===== src/rtl/register_file.sv =====
// Integer register file with combinational reads, write-through bypass and a
// pending-write scoreboard that raises an ID-stage hazard stall.
module register_file #(
  parameter int XLEN  = 32,
  parameter int NREGS = 32,
  localparam int AW   = $clog2(NREGS)
) (
  input  logic             i_clk,
  input  logic             i_rst,
  input  logic             i_wb_reg_write,
  input  logic [AW-1:0]    i_wb_rd,
  input  logic [XLEN-1:0]  i_wb_data,
  input  logic [AW-1:0]    i_id_rs1,
  input  logic [AW-1:0]    i_id_rs2,
  input  logic             i_id_use_rs1,
  input  logic             i_id_use_rs2,
  input  logic             i_id_issue,
  input  logic             i_id_writes_rd,
  input  logic [AW-1:0]    i_id_rd,
  input  logic             i_kill_valid,
  input  logic [AW-1:0]    i_kill_rd,
  output logic [XLEN-1:0]  o_rs1_data,
  output logic [XLEN-1:0]  o_rs2_data,
  output logic             o_id_stall,
  output logic [NREGS-1:0] o_busy
);

  logic [XLEN-1:0]  regs_q [NREGS];
  logic [XLEN-1:0]  regs_d [NREGS];
  logic [NREGS-1:0] busy_q;
  logic [NREGS-1:0] busy_d;

  logic             wb_en;
  logic [NREGS-1:0] wb_mask;
  logic [NREGS-1:0] kill_mask;
  logic [NREGS-1:0] set_mask;
  logic [NREGS-1:0] busy_eff;
  logic             stall;

  assign wb_en = i_wb_reg_write && (i_wb_rd != '0);

  always_comb begin
    wb_mask   = '0;
    kill_mask = '0;
    if (wb_en) wb_mask[i_wb_rd] = 1'b1;
    if (i_kill_valid && (i_kill_rd != '0)) kill_mask[i_kill_rd] = 1'b1;
  end

  // A register being written back this cycle is covered by the bypass,
  // so it no longer counts as a hazard for the instruction in ID.
  assign busy_eff = busy_q & ~wb_mask;

  always_comb begin
    stall = (i_id_use_rs1   && busy_eff[i_id_rs1]) ||
            (i_id_use_rs2   && busy_eff[i_id_rs2]) ||
            (i_id_writes_rd && busy_eff[i_id_rd]);
  end

  always_comb begin
    set_mask = '0;
    if (i_id_issue && i_id_writes_rd && (i_id_rd != '0) && !stall)
      set_mask[i_id_rd] = 1'b1;
  end

  // Set is applied last so a newly issued producer wins over a clear/kill.
  always_comb begin
    busy_d    = (busy_q & ~wb_mask & ~kill_mask) | set_mask;
    busy_d[0] = 1'b0;
  end

  always_comb begin
    for (int i = 0; i < NREGS; i++) regs_d[i] = regs_q[i];
    if (wb_en) regs_d[i_wb_rd] = i_wb_data;
    regs_d[0] = '0;
  end

  always_ff @(posedge i_clk or posedge i_rst) begin
    if (i_rst) begin
      for (int i = 0; i < NREGS; i++) regs_q[i] <= '0;
      busy_q <= '0;
    end else begin
      for (int i = 0; i < NREGS; i++) regs_q[i] <= regs_d[i];
      busy_q <= busy_d;
    end
  end

  always_comb begin
    o_rs1_data = regs_q[i_id_rs1];
    o_rs2_data = regs_q[i_id_rs2];
    if (wb_en && (i_wb_rd == i_id_rs1)) o_rs1_data = i_wb_data;
    if (wb_en && (i_wb_rd == i_id_rs2)) o_rs2_data = i_wb_data;
  end

  assign o_id_stall = stall;
  assign o_busy     = busy_q;

endmodule


===== config.mk =====
export PLATFORM = sky130hd
export DESIGN_NAME = register_file
export DESIGN_NICKNAME = d
export VERILOG_FILES = /design/src/rtl/register_file.sv
export SDC_FILE = /design/constraint.sdc
export NUM_CORES = 2
export LEC_CHECK = 0
export ABC_AREA = 1
export CAP_MARGIN = 5
export CORE_ASPECT_RATIO = 2
export CORE_MARGIN = 3
export CORE_UTILIZATION = 35
export CTS_BUF_LIST = sky130_fd_sc_hd__clkbuf_8
export DETAILED_ROUTE_END_ITERATION = 8
export PLACE_DENSITY = 0.48
export SKIP_CTS_REPAIR_TIMING = 1
export SLEW_MARGIN = 20
export SYNTH_ARGS = -nofsm -noshare
export SYNTH_HDL_FRONTEND = slang
export SYNTH_SLANG_ARGS = --single-unit

===== constraint.sdc =====
create_clock -name i_clk -period 55.9 [get_ports i_clk]
set_input_delay 8.385 -clock i_clk [delete_from_list [all_inputs] [get_ports i_clk]]
set_output_delay 8.385 -clock i_clk [all_outputs]
set_load 0.01 [all_outputs]

After elaboration in Yosys (flattened, before gate mapping)
Cells that the tools add are included.
Widths: inputs -> output; s select.

word-level totals
  register bits = 1023
  bits in latches = 0
  memory bits (writable) = 0
  bits in read-only memories = 0
  bits of input ports = 65
  output and inout port bits = 97
  word-level logic and storage cells = 100
  memories = 0

operators by class
  add/sub/neg operators = 0
  multipliers = 0
  divide/modulo/power cells = 0
  order comparisons = 12
  eq/ne operators = 2
  shifts and indexed selects = 0
  mux-type cells = 26
  bitwise logic cells = 8
  reduce and logical (&&, ||, !) cells = 20

operator list
  kind                number
  $bwmux 1024         1
  $bmux 32 s5         2
  $mux 32             10
  $demux 32 s5        1
  $and 32x32->32      2
  $not 32->32         2
  $or 32x32->32       1
  $lt 5x6->1 const B  5
  $ge 6x6->1 const B  3
  $not 5->6           3
  $bmux 1 s5          3
  $demux 1 s5         3
  $ge 5x1->1 const B  3
  $reduce_bool 5->1   3
  $logic_and 1x1->1   14
  $eq 5x5->1          2
  $lt 6x1->1 const B  1
  $mux 1              6
  $logic_or 1x1->1    2
  $logic_not 1->1     1

Depth between registers and ports, before layout
  depth after elaboration = 16
  gate-level depth with buffers = 19
  gate-level depth less buffers = 17

Worst setup path after synthesis
OpenSTA, ideal clock, no wires.

  path kind = input port to output port
  start point = input i_id_rs2[1]
  end point = output o_rs2_data[5]
  data arrival time = 9986 ps
  data required time = 47515 ps
  setup slack = 37529 ps
  cell stages on the path = 12
  cell sequence = buf_4 > inv_2 > nand2_1 > inv_1 > buf_2 > buf_2 > a22oi_1 > nand2_1 > o21ai_0 > nor2_1 > o311ai_0 > o21ai_0

between the ends
  word-level cells in the longest chain between the ends = 5
  elaborated cells on any way between the ends = 7
  classes of those cells = 1 x eq/ne; 4 x mux; 1 x bitwise; 1 x reduce/logical

RTL lines
  what                                        RTL line  source
  start: declaration                          14        input logic [AW-1:0] i_id_rs2,
  $not 5->6 (not written as such)             89        o_rs2_data = regs_q[i_id_rs2];
  $bmux 32 s5                                 89
  $mux 32 (not written as such) (2 in a row)  89
  $mux 32 (*)                                 91        if (wb_en && (i_wb_rd == i_id_rs2)) o_rs2_data = i_wb_data;
  end: declaration                            23        output logic [XLEN-1:0] o_rs2_data,

Mark *: on every way between the ends. The rest lies on a longest branch, timed or not. The select of a mux whose other input is x is not followed.

Final worst setup path
  start point = input i_id_rs1[0]
  end point = output o_rs1_data[0]

between the ends
  word-level cells in the longest chain between the ends = 5
  elaborated cells on any way between the ends = 7
  classes of those cells = 1 x eq/ne; 4 x mux; 1 x bitwise; 1 x reduce/logical

RTL lines
  what                                        RTL line  source
  start: declaration                          13        input logic [AW-1:0] i_id_rs1,
  $not 5->6 (not written as such)             88        o_rs1_data = regs_q[i_id_rs1];
  $bmux 32 s5                                 88
  $mux 32 (not written as such) (2 in a row)  88
  $mux 32 (*)                                 90        if (wb_en && (i_wb_rd == i_id_rs1)) o_rs1_data = i_wb_data;
  end: declaration                            22        output logic [XLEN-1:0] o_rs1_data,

Marked as above.

==> results.sh <==
export IMPL_clock_path_buffers=4
export IMPL_worstMarginPinSlew_ps=1240
export IMPL_wl_per_cell_um=29.5
export IMPL_syn2layout_area_growth_pct=11.1
export IMPL_drc=0
export IMPL_endpoint_kind="output port"
export IMPL_synth_commonest_cells="o21ai_0, nand2_1, dfrtp_1, clkbuf_1, a21oi_1"
export IMPL_num_rows=204
export IMPL_io_pins=162
export IMPL_syn_area_per_cell_um2=7.59
export IMPL_dp_final_hpwl_mm=148
export IMPL_cts_sinks=1023
export IMPL_slew_headroom_pct=17.3
export IMPL_max_freq_ghz=0.0455
export IMPL_slew_violations=0
export IMPL_syn_inst=7222
export IMPL_yosysTopAreaCell="dfrtp_1"
export IMPL_grt_met3_usage_pct=5.07
export IMPL_p_total_mw=2.10
export IMPL_grtUsageMet1_pct=40.5
export IMPL_grt_pass1_wl_mm=390
export IMPL_grt_overflow_total=0
export IMPL_crit_type="in2out"
export IMPL_core_um2=155000
export IMPL_place_gp_congestion=0.898
export IMPL_grt_total_usage_pct=32.7
export IMPL_clock_latency_ps=900
export IMPL_path_clk_slew_ps=70
export IMPL_routed_wl_mm=270
export IMPL_required_ps=47520
export IMPL_fin_util_pct=39.3
export IMPL_die_h_um=566
export IMPL_finalCritPeriodShare_pct=39.3
export IMPL_synth_distinct_cells=36
export IMPL_crit_fanout=112
export IMPL_async_reset_ff_share_pct=100
export IMPL_grt_start_max_net_pins=149
export IMPL_ys_seq_elements=1023
export IMPL_vias=56000
export IMPL_drt_vias_per_instance=6.11
export IMPL_first_iter_violations=6964
export IMPL_drive_above_1_share_pct=6.17
export IMPL_numPortBuffers=160
export IMPL_synth_area_um2=54800
export IMPL_leakagePower_nw=26.3
export IMPL_final_setup_viol_count=0
export IMPL_cts_htree_levels=4
export IMPL_nNetsFinal=7040
export IMPL_yosys_warnings=0
export IMPL_die_x_um=286
export IMPL_cts_tree="yes"
export IMPL_tns_ps=0
export IMPL_synth_edf_count=0
export IMPL_power_density_nw_per_um2=34.4
export IMPL_synth_nets=7287
export IMPL_yosysMostFrequentCell="o21ai_0"
export IMPL_critPathArrivalTime_ps=13590
export IMPL_outcome="completed"
export IMPL_first_pass_iters=6
export IMPL_cts_root_buf="clkbuf_8"
export IMPL_yosys_top_cells_area="dfrtp_1, o21ai_0, nand2_1"
export IMPL_grt_pass1_vias=54900
export IMPL_rsz0062_at_grt="false"
export IMPL_cts_buffers=172
export IMPL_synth_top_area_share_pct=46.7
export IMPL_period_minus_slack_ps=21980
export IMPL_grtUsageMet2_pct=53.7
export IMPL_critPathLaunchType="input port"
export IMPL_hold_viol_final=0
export IMPL_yosysSeqAreaShare_pct=46.7
export IMPL_start_util_pct=35.4
export IMPL_ys_flop_type="dfrtp_1"
export IMPL_clock_skew_ps=25.7
export IMPL_ant_nets=0
export IMPL_ir_drop_mv=0.0282
export IMPL_antenna_found_initial=13
export IMPL_drv_cap=0
export IMPL_min_path_type="reg2reg"
export IMPL_busiest_layer="met2"
export IMPL_dieArea_um2=162000
## report_power, final
| part | switching (mW) | internal [mW] |
|---|---|---|
| clock | 0.333 | 0.344 |
| combinational | 0.289 | 0.147 |
| sequential | 0.0947 | 0.887 |
| total | 0.717 | 1.38 |
## cells in the final DEF, fill, tap and decap left out, types with 5 or more instances in the layout
cell type,Yosys,routed
nor3_1,16,16
o21ai_0,1786,1786
diode_2,0,6
inv_1,503,544
inv_2,10,12
a22oi_1,17,17
clkinv_2,0,15
nand2_1,1338,1317
o221ai_1,123,123
a221oi_1,68,68
o22ai_1,40,40
o211ai_1,205,205
a21oi_1,552,552
o2111ai_1,69,69
nor2_4,0,11
clkdlybuf4s50_1,0,150
dfrtp_1,1023,1023
nor2_1,315,305
inv_4,0,6
clkbuf_8,0,212
buf_4,3,126
nand4_1,6,6
clkinvlp_4,0,5
o21ai_1,5,5
nand3_1,384,382
o311ai_0,18,18
nand2_4,0,21
## worst paths after layout
kind / startpoint / end / slack (ps) / cells past startpoint
worst max register to register: o_busy[3] / o_busy[2] / 53580 / 12
max in group asynchronous: i_rst / regs_q[265] / 43810 / 6
worst min-delay path: regs_q[870] / regs_q[870] / 480 / 2
min in group asynchronous: i_rst / regs_q[599] / 8110 / 2
worst max-delay path: i_id_rs1[0] / o_rs1_data[0] / 33920 / 12
worst min register to register: regs_q[870] / regs_q[870] / 480 / 2
## layer usage
| layer | routed length (um) | up-vias |
|---|---|---|
| li1 | - | 24300 |
| met1 | 103000 | 27500 |
| met2 | 125000 | 3205 |
| met3 | 22800 | 891 |
| met4 | 19200 | 0 |
| met5 | 0 | - |
## layout make-up
cell class,instances,area (um^2)
Tap cell,2060,2580
Sequential cell,1023,25600
Clock buffer,212,2920
Multi-Input combinational cell,4971,24800
Timing Repair Buffer,289,2650
Inverter,518,2000
Clock inverter,73,334
Fill cell,16200,94000
Antenna cell,6,15.0
## per-stage QoR
| stage | hold WS [ps] | area, um^2 | cells | worst slack, ps |
|---|---|---|---|---|
| global route | 497 | 60900 | 9149 | 33860 |
| floorplan | 453 | 54800 | 7222 | 18730 |
| global placement | 465 | 57600 | 8859 | 34080 |
| detailed placement | 473 | 57600 | 8860 | 34090 |
| CTS | 488 | 60900 | 9145 | 34080 |
| finish | 484 | 60900 | 9152 | 33920 |
## worst max-delay path: stages
cell	delay [ps]
buf_8	600
buf_4	590
nand2_4	450
inv_4	860
buf_4	800
nand2_1	100
o211ai_1	130
nand3_1	120
nand3_1	140
nand3_1	80
o21ai_0	450
clkdlybuf4s50_1	720
## registers in the layout, summed over array words and instances, names as in the netlist
name	count
regs_q	992
o_busy	31
## logic make-up (layout without fill, tap and decap cells)
group	Yosys count	after routing	share of synthesized area [%]
and+or+nand+nor	2068	2068	15.2
AOI/OAI and AO/OA	2894	2894	29.5
xor gates and xnor gates	8	8	0.128
other	1	7	0.00684
buffers and inverters	1228	1092	8.53
DFF	1023	1023	46.7
Power figures use the tool's default switching activity.
